`config.mk`:
```
export PLATFORM = sky130hd
export DESIGN_NAME = snail_scan_ctrl
export DESIGN_NICKNAME = d
export VERILOG_FILES = /design/src/rtl/snail_scan_ctrl.sv
export SDC_FILE = /design/constraint.sdc
export NUM_CORES = 1
export LEC_CHECK = 0
export BUFFER_PORTS_ARGS = -buffer_cell sky130_fd_sc_hd__buf_2
export CORE_UTILIZATION = 45
export DETAILED_ROUTE_END_ITERATION = 16
export PLACE_DENSITY = 0.76
export SYNTH_ARGS = -nofsm -noshare
export SYNTH_HDL_FRONTEND = slang
export SYNTH_SLANG_ARGS = --single-unit
export TNS_END_PERCENT = 50
```
`constraint.sdc`:
```
create_clock -name clk -period 1.9 [get_ports clk]
set_input_delay 0.19 -clock clk [delete_from_list [all_inputs] [get_ports clk]]
set_output_delay 0.19 -clock clk [all_outputs]
set_load 0.01 [all_outputs]
```
`src/rtl/snail_scan_ctrl.sv`:
```
// snail_scan_ctrl
// ---------------
// Word-to-serial sequencer around a "two consecutive ones" detector.
// A word accepted over the start handshake is shifted out MSB-first, one
// bit per clock, through a SAD/HOPE/HOORAY detector.
// Every entry into HOORAY is counted as one hit, so "111" counts twice.
// The hit count is reported when the scan finishes.
//
// Ports:
//   clk      : clock, all state updates on the rising edge
//   _rst     : asynchronous reset, active-low
//   start    : request a scan of data_in (accepted only while ready)
//   abort    : cancel a scan in progress (SHIFT or DONE)
//   data_in  : word to scan, sampled on the accepting edge only
//   ready    : controller idle, a start will be accepted
//   busy     : scan in progress
//   done     : one-cycle pulse, hits/found are final
//   hits     : number of overlapping "11" pairs in the last word (saturating)
//   found    : hits != 0
module snail_scan_ctrl #(
    parameter int WIDTH = 8,
    parameter int CNT_W = 4
) (
    input  logic             clk,
    input  logic             _rst,
    input  logic             start,
    input  logic             abort,
    input  logic [WIDTH-1:0] data_in,
    output logic             ready,
    output logic             busy,
    output logic             done,
    output logic [CNT_W-1:0] hits,
    output logic             found
);

    localparam int BCW = (WIDTH > 2) ? $clog2(WIDTH) : 1;

    typedef enum logic [1:0] {
        IDLE  = 2'd0,
        SHIFT = 2'd1,
        DONE  = 2'd2
    } state_t;

    typedef enum logic [1:0] {
        SAD    = 2'd0,
        HOPE   = 2'd1,
        HOORAY = 2'd2
    } det_t;

    state_t           state, state_nxt;
    det_t             det, det_nxt;
    logic [WIDTH-1:0] sreg, sreg_nxt;
    logic [BCW-1:0]   bcnt, bcnt_nxt;
    logic [CNT_W-1:0] hit_cnt, hit_cnt_nxt;
    logic             found_q, found_nxt;
    logic             cur_bit;

    assign cur_bit = sreg[WIDTH-1];

    always_ff @(posedge clk or negedge _rst) begin
        if (!_rst) begin
            state   <= IDLE;
            det     <= SAD;
            sreg    <= '0;
            bcnt    <= '0;
            hit_cnt <= '0;
            found_q <= 1'b0;
        end else begin
            state   <= state_nxt;
            det     <= det_nxt;
            sreg    <= sreg_nxt;
            bcnt    <= bcnt_nxt;
            hit_cnt <= hit_cnt_nxt;
            found_q <= found_nxt;
        end
    end

    always_comb begin
        state_nxt   = state;
        det_nxt     = det;
        sreg_nxt    = sreg;
        bcnt_nxt    = bcnt;
        hit_cnt_nxt = hit_cnt;
        found_nxt   = found_q;

        case (state)
            IDLE: begin
                // abort is meaningless here, so start alone decides
                if (start) begin
                    sreg_nxt    = data_in;
                    hit_cnt_nxt = '0;
                    found_nxt   = 1'b0;
                    det_nxt     = SAD;
                    bcnt_nxt    = '0;
                    state_nxt   = SHIFT;
                end
            end

            SHIFT: begin
                if (abort) begin
                    hit_cnt_nxt = '0;
                    found_nxt   = 1'b0;
                    state_nxt   = IDLE;
                end else begin
                    sreg_nxt = {sreg[WIDTH-2:0], 1'b0};
                    bcnt_nxt = bcnt + 1'b1;
                    if (!cur_bit) begin
                        det_nxt = SAD;
                    end else if (det == SAD) begin
                        det_nxt = HOPE;
                    end else begin
                        // HOPE->HOORAY and HOORAY->HOORAY both count as a hit
                        det_nxt   = HOORAY;
                        found_nxt = 1'b1;
                        if (hit_cnt != {CNT_W{1'b1}}) begin
                            hit_cnt_nxt = hit_cnt + 1'b1;
                        end
                    end
                    // bcnt holds the index of the bit consumed on this edge
                    if (bcnt == BCW'(WIDTH - 1)) begin
                        state_nxt = DONE;
                    end
                end
            end

            DONE: begin
                state_nxt = IDLE;
                if (abort) begin
                    hit_cnt_nxt = '0;
                    found_nxt   = 1'b0;
                end
            end

            default: begin
                state_nxt = IDLE;
            end
        endcase
    end

    assign ready = (state == IDLE);
    assign busy  = (state == SHIFT);
    assign done  = (state == DONE);
    assign hits  = hit_cnt;
    assign found = found_q;

endmodule

```
# Word level (Yosys, flattened, before mapping)
# Cells that the tools add are included.
op_classes:
  add_sub_neg: 2
  eq_ne: 11
  muxes: 28
  reduce_logical: 8
op_table:
  columns: ["operator", "count"]
  rows:
  - ["two-way mux 4 bit", 6]
  - ["two-way mux 8 bit", 2]
  - ["case mux 8 bit (2 select lines)", 1]
  - ["two-way mux 2 bit", 7]
  - ["case mux 4 bit (3 select lines)", 1]
  - ["inequality test 3 x 2 -> 1 bit (second input constant)", 3]
  - ["case mux 2 bit (2 select lines)", 2]
  - ["two-way mux 3 bit", 2]
  - ["inequality test 2 bit (second input constant)", 3]
  - ["case mux 3 bit (2 select lines)", 1]
  - ["AND reduction 6 bit", 1]
  - ["two-way mux 1 bit", 5]
  - ["AND reduction 5 bit", 1]
  - ["adder 4 x 1 -> 4 bit (second input constant)", 1]
  - ["zero test 2 bit", 2]
  - ["inequality test 4 bit (second input constant)", 1]
  - ["adder 3 x 1 -> 3 bit (second input constant)", 1]
  - ["equality test 3 bit (second input constant)", 1]
  - ["inequality test 3 bit (second input constant)", 1]
  - ["case mux 1 bit (3 select lines)", 1]
  - ["AND reduction 3 bit", 1]
  - ["nonzero test 3 bit", 1]
  - ["equality test 2 x 1 -> 1 bit (second input constant)", 1]
  - ["equality test 2 bit (second input constant)", 1]
  - ["other kinds (2)", 2]
word_totals:
  register_bits: 20
  in_bits: 12
  output_inout_bits: 8
  elab_cells: 55

# Longest topological paths before layout
# Gate-level depths: netlist of run 1.
depth:
  word_depth: 6
  depth_mapped: 6
  mapped_depth_nobuf: 4

# Least setup slack after synthesis of run 1
# Ideal clock, no wire load.
synth_path:
  path_kind: "reg2reg"
  from: "register state[1]"
  to: "register det[0]"
  setup_ns: 0.122
  t_arrival_ns: 1.260
  required_time_ns: 1.778
  slack_ns: 0.519
  stages_incl_launch_ff: 6
  path_buffers: 2
  synth_period_minus_slack_ns: 1.381
  path_cell_list: "dfrtp_1 buf_4 nor2_1 a21oi_2 buf_6 a32o_1"
synth_via:
  elab_chain_cells: 3
  elab_cells_between_ends: 7
  classes_between: "3 x eq/ne; 1 x mux; 3 x reduce/logical"
synth_rtl:
  columns: ["item", "line_no", "text"]
  rows:
  - ["start: declaration", "50", "state_t state, state_nxt;"]
  - ["start signal: assignment", "69", "state <= state_nxt;"]
  - ["zero test 2 bit *", null, null]
  - ["net ready", "29", "output logic ready,"]
  - ["inequality test 2 bit (no source line) / nonzero test 2 bit (equally long branches)", null, null]
  - ["AND reduction 3 bit (no source line)", null, null]
  - ["end signal: assignment", "70", "det <= det_nxt;"]
  - ["end: declaration", "51", "det_t det, det_nxt;"]
# The timed path passes the listed nets; every way through them passes the cells marked *.
# A chain may end at the register's enable or synchronous reset.

# Worst setup path after layout of run 1
layout_path:
  from: "register state[1]"
  to: "register sreg[2]"
layout_via:
  elab_chain_cells: 3
  elab_cells_between_ends: 7
  classes_between: "3 x eq/ne; 1 x mux; 3 x reduce/logical"
layout_rtl:
  columns: ["item", "line_no", "text"]
  rows:
  - ["equality test 2 x 1 -> 1 bit / zero test 2 bit (equally long branches)", "86", "case (state)"]
  - ["inequality test 2 bit (no source line) / nonzero test 2 bit (equally long branches)", null, null]
  - ["AND reduction 3 bit (no source line)", null, null]
  - ["end signal: assignment", "71", "sreg <= sreg_nxt;"]
  - ["end: declaration", "52", "logic [WIDTH-1:0] sreg, sreg_nxt;"]
# Parallel ways exist; a longest one is shown, timed or not.

==> results, run 1 <==
- The area added between synthesis and finish is 13.8%.
- Summed over all failing endpoints, the final setup total negative slack is 0 ns.
- Net switching is 32.0% of the power.
- The largest net degree at the start of global routing is 22.
- In this run the biggest area consumer among cell types represents 50.3% of the synthesized area.
- The wire length per cell after detailed routing is 12.6 µm.
- For this run the aggregate overflow at the end of global routing stands at 0.
- The number of synthesized flops with an enable pin is 0.
- Dividing the detail-routed via count by the number of cells gives 5.23.
- The worst-case reg-to-reg path depth is 3.
- Yosys printed 0 warnings.
- Cells with a size suffix above 1 make up 22.8% of the layout.
- The H-tree depth reported by CTS is 1.
- By area the synthesized netlist is led by sky130_fd_sc_hd__dfrtp_1 (50%), sky130_fd_sc_hd__mux2i_1 (8.0%), sky130_fd_sc_hd__nand2_1 (4.9%).
- Setup repair after global routing left no endpoint under its margin.
- Data arrives at the worst endpoint at 1.81 ns.
- The number of different library cells in the post-synthesis netlist is 26.
- The path type of the worst setup path is register to register.
- The final period demand of the worst path is 1.66 ns.
- The source of the critical timing path is state[1]$_DFFE_PN0P_.
- The number of diodes added for antenna fixing is 0.
- The combinational group share of total power is 27.0%.
- The via count of the first global-routing pass is 720.
- The number of clock buffers inserted by TritonCTS is 3.
- The total iterations of the first detailed-routing run is 4.
- The hold violation count in the final report is 0.
- The vias after detailed routing is 738.
- The violation count after the first detailed-routing iteration is 8.
- The tightest min-delay check is of the primary input to register type.
- The post-route fraction of the period consumed by the critical path is 87.2%.
- The all-layer global routing usage is 16.0%.
- The worst-case vdd ir drop is 0.000669 V.
- The destination of the worst register-to-register timing path is sreg[2]$_DFFE_PN0P_.
- Synthesis produced a netlist whose cell count is 94.
- A synthesized cell averages 10.6 µm².
- sky130_fd_sc_hd__dfrtp_1 is the most common cell in the netlist.
- The net count of the finished layout is 131.
- The final number of max-transition violations was 0.
- The normalized max-slew margin is 46.6%.
- Power spread over the standard cell area amounts to 944 nW/µm².
- Counting every sink on the clock net gives 20.
- For this run, asynchronously set or reset flops after synthesis account for 100%.
- Summing the sequential cell areas from Yosys gives 50.3% of the chip area.
- The first global-routing pass estimated 2.99 mm of wire.
- Timing would allow up to 0.604 GHz.
- Per report_power, the sequential group accounts for 54.7% of the total.
- The setup skew after layout is 0.00450 ns.
- The tree is rooted in a sky130_fd_sc_hd__clkbuf_4.
- The floorplan step set the die width to 49.0 µm.
- Setup slack on the worst reg-to-reg path comes out at 0.24 ns.
- For this design the static power due to leakage is 0.540 nW.
- The residual antenna-violating net count after detailed routing is 0.
- The DRC violation count after routing is 0.
- In this run the power spent charging and discharging nets is 0.000342 W.
- The number of input and output port buffers inserted is 19.
- In this run the deepest clock path goes through 2 buffers.
- After synthesis, the most frequently instantiated cells are sky130_fd_sc_hd__dfrtp_1 (20), sky130_fd_sc_hd__nand2_1 (13), sky130_fd_sc_hd__o21ai_1 (9).
- Of all nets on the critical path, the largest fanout is 21.
- In this run the vertical extent of the chip is 49.0 µm.
- The worst hold path begins at data_in[0].
- The slew at the pin with the worst max-slew slack is 0.801 ns.
- Clock-pin slew was measured on the worst setup and hold paths at 0.11 ns.
- The primary flip-flop cell chosen by synthesis mapping is sky130_fd_sc_hd__dfrtp_1.
- Max-cap violations in this run came to 0.
- Wires add up to 1.78 mm.
- The total standard cell area after synthesis is 996 µm².
- The clock reaches the later pin of the worst-skew pair after 0.29 ns.
- The final cell utilization of the core is 56.1%.
- The HPWL after detailed placement is 1.31 mm.
- In this run the count of I/O pins placed on the die edge is 20.
- The launch point of the worst reg-to-reg path is state[1]$_DFFE_PN0P_.
- In this run, the clock network consumes 18.2% of the power.
- The initialized floorplan defines 16 standard-cell rows.
- The total of endpoints with negative setup slack in the final report is 0.
- The routability-driven placement congestion ratio is 0.734.
- The worst hold path terminates at sreg[0]$_DFFE_PN0P_.
- STA classifies the critical path startpoint as a register.
- The initial antenna violation count was 0.
- The overall die area is 2410 µm².
- The CTS tree is yes.
- The total nets after synthesis is 109.
- The number of buffers added for setup after CTS is 0.
- The post-synthesis sequential element count is 20.
- The worst hold path was traced through 2 stages.
- The run finished with clean final reports.
- The internal power of the cells totals 0.000727 W.
- For this configuration, the core starts out at a cell density of 49.3%.
- The worst path required time is 2.05 ns.
- STA classifies the critical path endpoint as a register.
- The most area-hungry cell type in the Yosys netlist is sky130_fd_sc_hd__dfrtp_1.
- The core region is 2020 µm².
==> layout by cell type (no fill, tap or decap), types with 2 or more instances in the layout <==
cell and instances:
sky130_fd_sc_hd__a21oi_1 4, sky130_fd_sc_hd__a22o_1 2, sky130_fd_sc_hd__a32o_1 2, sky130_fd_sc_hd__buf_2 19, sky130_fd_sc_hd__clkbuf_4 3, sky130_fd_sc_hd__dfrtp_1 20
sky130_fd_sc_hd__ha_1 3, sky130_fd_sc_hd__inv_1 2, sky130_fd_sc_hd__mux2i_1 8, sky130_fd_sc_hd__nand2_1 13, sky130_fd_sc_hd__nand2b_1 3, sky130_fd_sc_hd__nand3_1 3
sky130_fd_sc_hd__nor2_1 5, sky130_fd_sc_hd__nor2b_1 3, sky130_fd_sc_hd__o21ai_0 4, sky130_fd_sc_hd__o21ai_1 9
==> layer usage <==
metal	GRT usage [%]	vias up	routed length, µm
met4	1.96	0	0
met1	19.1	351	839
met2	28.5	7	861
met5	0	-	0
li1	-	380	-
met3	5.61	0	73
==> worst max path at each step <==
stage | end | slack, ns | cells past startpoint
floorplan | det[0]$_DFFE_PN0P_ | 0.52 | 5
CTS | sreg[2]$_DFFE_PN0P_ | 0.23 | 3
global placement | sreg[6]$_DFFE_PN0P_ | 0.31 | 3
global route | sreg[5]$_DFFE_PN0P_ | 0.07 | 3
detailed placement | sreg[1]$_DFFE_PN0P_ | 0.25 | 3
finish | sreg[2]$_DFFE_PN0P_ | 0.24 | 3
==> worst max-delay path, stage by stage (launching register included) <==
cell	delay (ns)
sky130_fd_sc_hd__dfrtp_1	0.55
sky130_fd_sc_hd__nor2_1	0.16
sky130_fd_sc_hd__a21oi_2	0.65
sky130_fd_sc_hd__o21ai_1	0.16
==> per-stage QoR <==
step	hold slack, ns	cell area, µm²	instances	setup slack [ns]	power (W)
after floorplan	-0.106	996	94	0.519	0.000806
after global placement	0.161	1100	137	0.311	0.000871
after detailed placement	0.168	1100	137	0.245	0.000888
after CTS	0.139	1130	141	0.228	0.00109
after global routing	0.129	1130	141	0.0676	0.00114
final	0.138	1130	141	0.244	0.00107
==> state kept, by name (all words and copies together) (netlist names) <==
| signal | flops |
|---|---|
| sreg | 8 |
| state | 2 |
| bcnt | 3 |
| found | 1 |
| hits | 4 |
| det | 2 |
==> logic make-up (layout without fill, tap and decap cells) <==
logic type / count (synthesis) / in the layout / synth area share [%]
compound gates: 28 / 28 / 19.6
fa+ha+maj: 3 / 3 / 3.77
buf+inv: 6 / 26 / 3.89
flops: 20 / 20 / 50.3
mux: 8 / 8 / 8.04
simple gates: 29 / 29 / 14.4
==> area by class of cell <==
class                           count  area, µm²
Inverter                            2       7.51
Fill cell                         184        888
Sequential cell                    20        500
Multi-Input combinational cell     68        457
Clock buffer                        3       22.5
Timing Repair Buffer               21        113
Tap cell                           27       33.8
==> repair_timing <==
| item | 4_1_cts | 5_1_grt |
|---|---|---|
| hold endpoints to repair | 20 | 0 |
| hold buffers | 1 | 0 |
| resized for setup | 0 | 0 |
==> power by group through the flow <==
stage	clock network, W	logic (W)	registers [W]
6_report	0.000195	0.000289	0.000586
5_1_grt	0.000217	0.000326	0.000600
4_1_cts	0.000205	0.000295	0.000586
3_5_place_dp	0	0.000293	0.000595
3_3_place_gp	0	0.000280	0.000591
2_1_floorplan	0	0.000220	0.000586
Note: power is estimated with default switching activity, not from simulation.
==> inputs of run 2 (changes only) <==
CAP_MARGIN = 10   (was unset)
CORE_ASPECT_RATIO = 1.25   (was unset)
==> run 2 against run 1 <==
Against the previous run:
- the run now ends with DRC left
- cell area grew 1.9%
- via count grew 3.7%
- power grew 14%
- cell count shrank 4.3%
- first-iteration DRC count grew 110%
- die area is essentially flat
- register-to-register slack is essentially flat
- non-clock buffer count is the same
==> results, run 2 (synthesis gave the netlist of run 1 again) <==
- The post-route fraction of the period consumed by the critical path came to 87.9% (+0.73 points).
- The leading cell type in the layout, fill and taps excluded is sky130_fd_sc_hd__dfrtp_1.
- The H-tree depth reported by CTS is 1 (unchanged).
- The initial antenna violation count was 0 (unchanged).
- The via count of the first global-routing pass is 682 (-5.3%).
- The die height was 54.6 µm (+11%).
- The wire length after detailed routing is 1.77 mm (-0.56%).
- The wire length per cell after detailed routing came to 13.1 µm (+3.9%).
- The global route total overflow is 0 (unchanged).
- The non-filler instance count after layout is 135 (-4.3%).
- The endpoint arrival time on the critical path is 1.89 ns (+0.08 ns).
- The reg2reg setup slack was 0.23 ns (about the same).
- The total iterations of the first detailed-routing run came to 13 (+9).
- The largest net degree at the start of global routing is 22 (unchanged).
- The clock insertion delay at the later pin of the skew report is 0.30 ns (about the same).
- The overall die area is 2410 µm² (about the same).
- The cell area after placement came to 1090 µm² (-0.80%).
- The number of clock buffers inserted by TritonCTS is 3 (unchanged).
- The residual antenna-violating net count after detailed routing is 0 (unchanged).
- The worst-case vdd ir drop is 0.000566 V (-15%).
- Setup repair after global routing left no endpoint under its margin.
- The timing-limited maximum frequency is 0.599 GHz (-0.83%).
- The sequential fraction of design power is 48.2% (-6.5 points).
- The endpoint class of the critical path is a register.
- The area of all placed cells without fillers is 1150 µm² (+1.9%).
- The net switching power of the design is 0.000357 W (+4.2%).
- The number of buffers added for setup after CTS is 0 (unchanged).
- The final period demand of the worst path is 1.67 ns (+0.0138 ns).
- The hold violation count in the final report is 0 (unchanged).
- The starting utilization of the core area was 49.1% (-0.12 points).
- The flip-flop count of the largest register after layout was 8 (unchanged).
- The detailed-placement wirelength estimate is 1.30 mm (-0.46%).
- The total negative slack is 0 ns (unchanged).
- The reported leakage power is 0.554 nW (+2.6%).
- The number of instances resized during post-cts repair is 0 (unchanged).
- The vias after detailed routing came to 765 (+3.7%).
- In the layout the commonest cells are sky130_fd_sc_hd__dfrtp_1 (20), sky130_fd_sc_hd__buf_2 (19), sky130_fd_sc_hd__nand2_1 (13).
- TritonCTS built the clock tree.
- The checks that failed: DRC.
- The all-layer global routing usage was 16.5% (+0.49 points).
- The I/O pin total is 20 (unchanged).
- The routability-driven placement congestion ratio is 0.751 (+2.3%).
- The largest register by flop count is sreg.
- The setup skew after layout is 0.00282 ns (-0.00168 ns).
- The launch point of the worst reg-to-reg path is state[1]$_DFFE_PN0P_.
- The source of the critical timing path is state[1]$_DFFE_PN0P_.
- The number of buffers inserted for hold repair after clock tree synthesis was 1 (unchanged).
- The total of endpoints with negative setup slack in the final report came to 0 (unchanged).
- The CTS clock-pin slew for the worst setup and hold paths was 0.11 ns (about the same).
- The worst setup path is launched from a register.
- The per-cell via count in the routed design is 5.67 (+8.3%).
- The largest fanout on the critical path came to 21 (unchanged).
- The number of sinks driven by the clock tree is 20 (unchanged).
- The wire length of the first global-routing pass is 2.87 mm (-3.9%).
- The layout cell share with drive strength beyond 1 is 23.5% (+0.67 points).
- The core area is 2030 µm² (+0.25%).
- The tightest min-delay check is of the primary input to register type.
- The slew at the pin with the worst max-slew slack is 0.776 ns (-0.0257 ns).
- The DRC violation count after routing came to 1 (+1).
- The critical path is of the register to register type.
- The startpoint identified for the worst hold timing path is data_in[0].
- The ratio of total power to cell area is 1060 nW/µm² (+12%).
- The number of diodes added for antenna fixing was 0 (unchanged).
- The worst-case reg-to-reg path depth came to 4 (+1).
- The violation count after the first detailed-routing iteration was 17 (+9).
- The worst-case clock buffer depth came to 2 (unchanged).
- The normalized max-slew margin came to 48.3% (+1.7 points).
- The library cell used as clock root buffer is sky130_fd_sc_hd__clkbuf_4.
- The instance count after placement with tap cells included was 130 (-5.1%).
- The number of fillers in the final layout is 178 (-3.3%).
- The timing endpoint of the critical path is bcnt[0]$_DFFE_PN0P_.
- The max-cap violation count was 0 (unchanged).
- The clock network power share came to 27.8% (+9.6 points).
- The number of nets in the layout is 131 (unchanged).
- The site row count came to 18 (+2).
- The net switching share of the total power was 29.1% (-2.9 points).
- The destination of the worst register-to-register timing path is bcnt[0]$_DFFE_PN0P_.
- The flow ran to the end, but the final reports show violations.
- The width of the die was 44.1 µm (-10%).
- The combinational group share of total power is 24.0% (-3.0 points).
- The number of input and output port buffers inserted is 19 (unchanged).
- The worst path required time is 2.12 ns (+0.07 ns).
- The internal power contribution is 0.000868 W (+19%).
- The final number of max-transition violations is 0 (unchanged).
- The area added between synthesis and finish is 16.0%.
## run 2: changes by cell type in the layout (fill, tap and decap cells not counted), sizes merged
cell    delta
bufinv     +1
## run 2: power by group through the flow
| stage | clock network (W) | logic, W | registers [W] |
|---|---|---|---|
| 6_report | 0.000340 | 0.000294 | 0.000590 |
| 2_1_floorplan | 0 | 0.000220 | 0.000586 |
| 3_3_place_gp | 0 | 0.000280 | 0.000592 |
| 5_1_grt | 0.000366 | 0.000331 | 0.000606 |
| 4_1_cts | 0.000344 | 0.000299 | 0.000590 |
| 3_5_place_dp | 0 | 0.000295 | 0.000599 |
## run 2: how the worst min path moves through the flow
stage,cells past startpoint,to
floorplan,0,bcnt[0]$_DFFE_PN0P_
global placement,1,found$_DFFE_PN0P_
detailed placement,1,found$_DFFE_PN0P_
CTS,3,sreg[7]$_DFFE_PN0P_
global route,2,sreg[0]$_DFFE_PN0P_
finish,2,sreg[0]$_DFFE_PN0P_
## run 2: worst max-delay path: stages, from the launching register on
cell                      delay [ns]
sky130_fd_sc_hd__dfrtp_1        0.55
sky130_fd_sc_hd__nor2_1         0.16
sky130_fd_sc_hd__a21oi_2        0.63
sky130_fd_sc_hd__nand2_1        0.14
sky130_fd_sc_hd__o21ai_0        0.11
## run 2: layer usage
layer | routed length, µm | global-route usage (%) | up-vias
met3 | 68 | 2.31 | 5
met2 | 847 | 27.9 | 19
met4 | 41 | 9.60 | 0
met1 | 808 | 20.0 | 360
li1 | - | - | 381
met5 | 0 | 0 | -
## run 2: per-stage QoR
stage | setup WS (ns) | utilization [%] | power [W] | hold WS, ns
final | 0.230 | 57.0 | 0.00122 | 0.144
after global routing | 0.0913 | 57.0 | 0.00130 | 0.135
after CTS | 0.226 | 57.0 | 0.00123 | 0.146
after detailed placement | 0.251 | 53.9 | 0.000894 | 0.147
after global placement | 0.329 | 53.9 | 0.000871 | 0.157
after floorplan | 0.519 | - | 0.000806 | -0.106
## run 2: cell type report
class                   count  area [µm²]  area share [%]
multi-input cells          68         457            39.5
repair buffers             21         113            9.75
flip-flops and latches     20         500            43.3
well taps                  20        25.0            2.17
clock inverters             1        30.0            2.60
inverters                   2        7.51           0.650
clock buffers               3        22.5            1.95
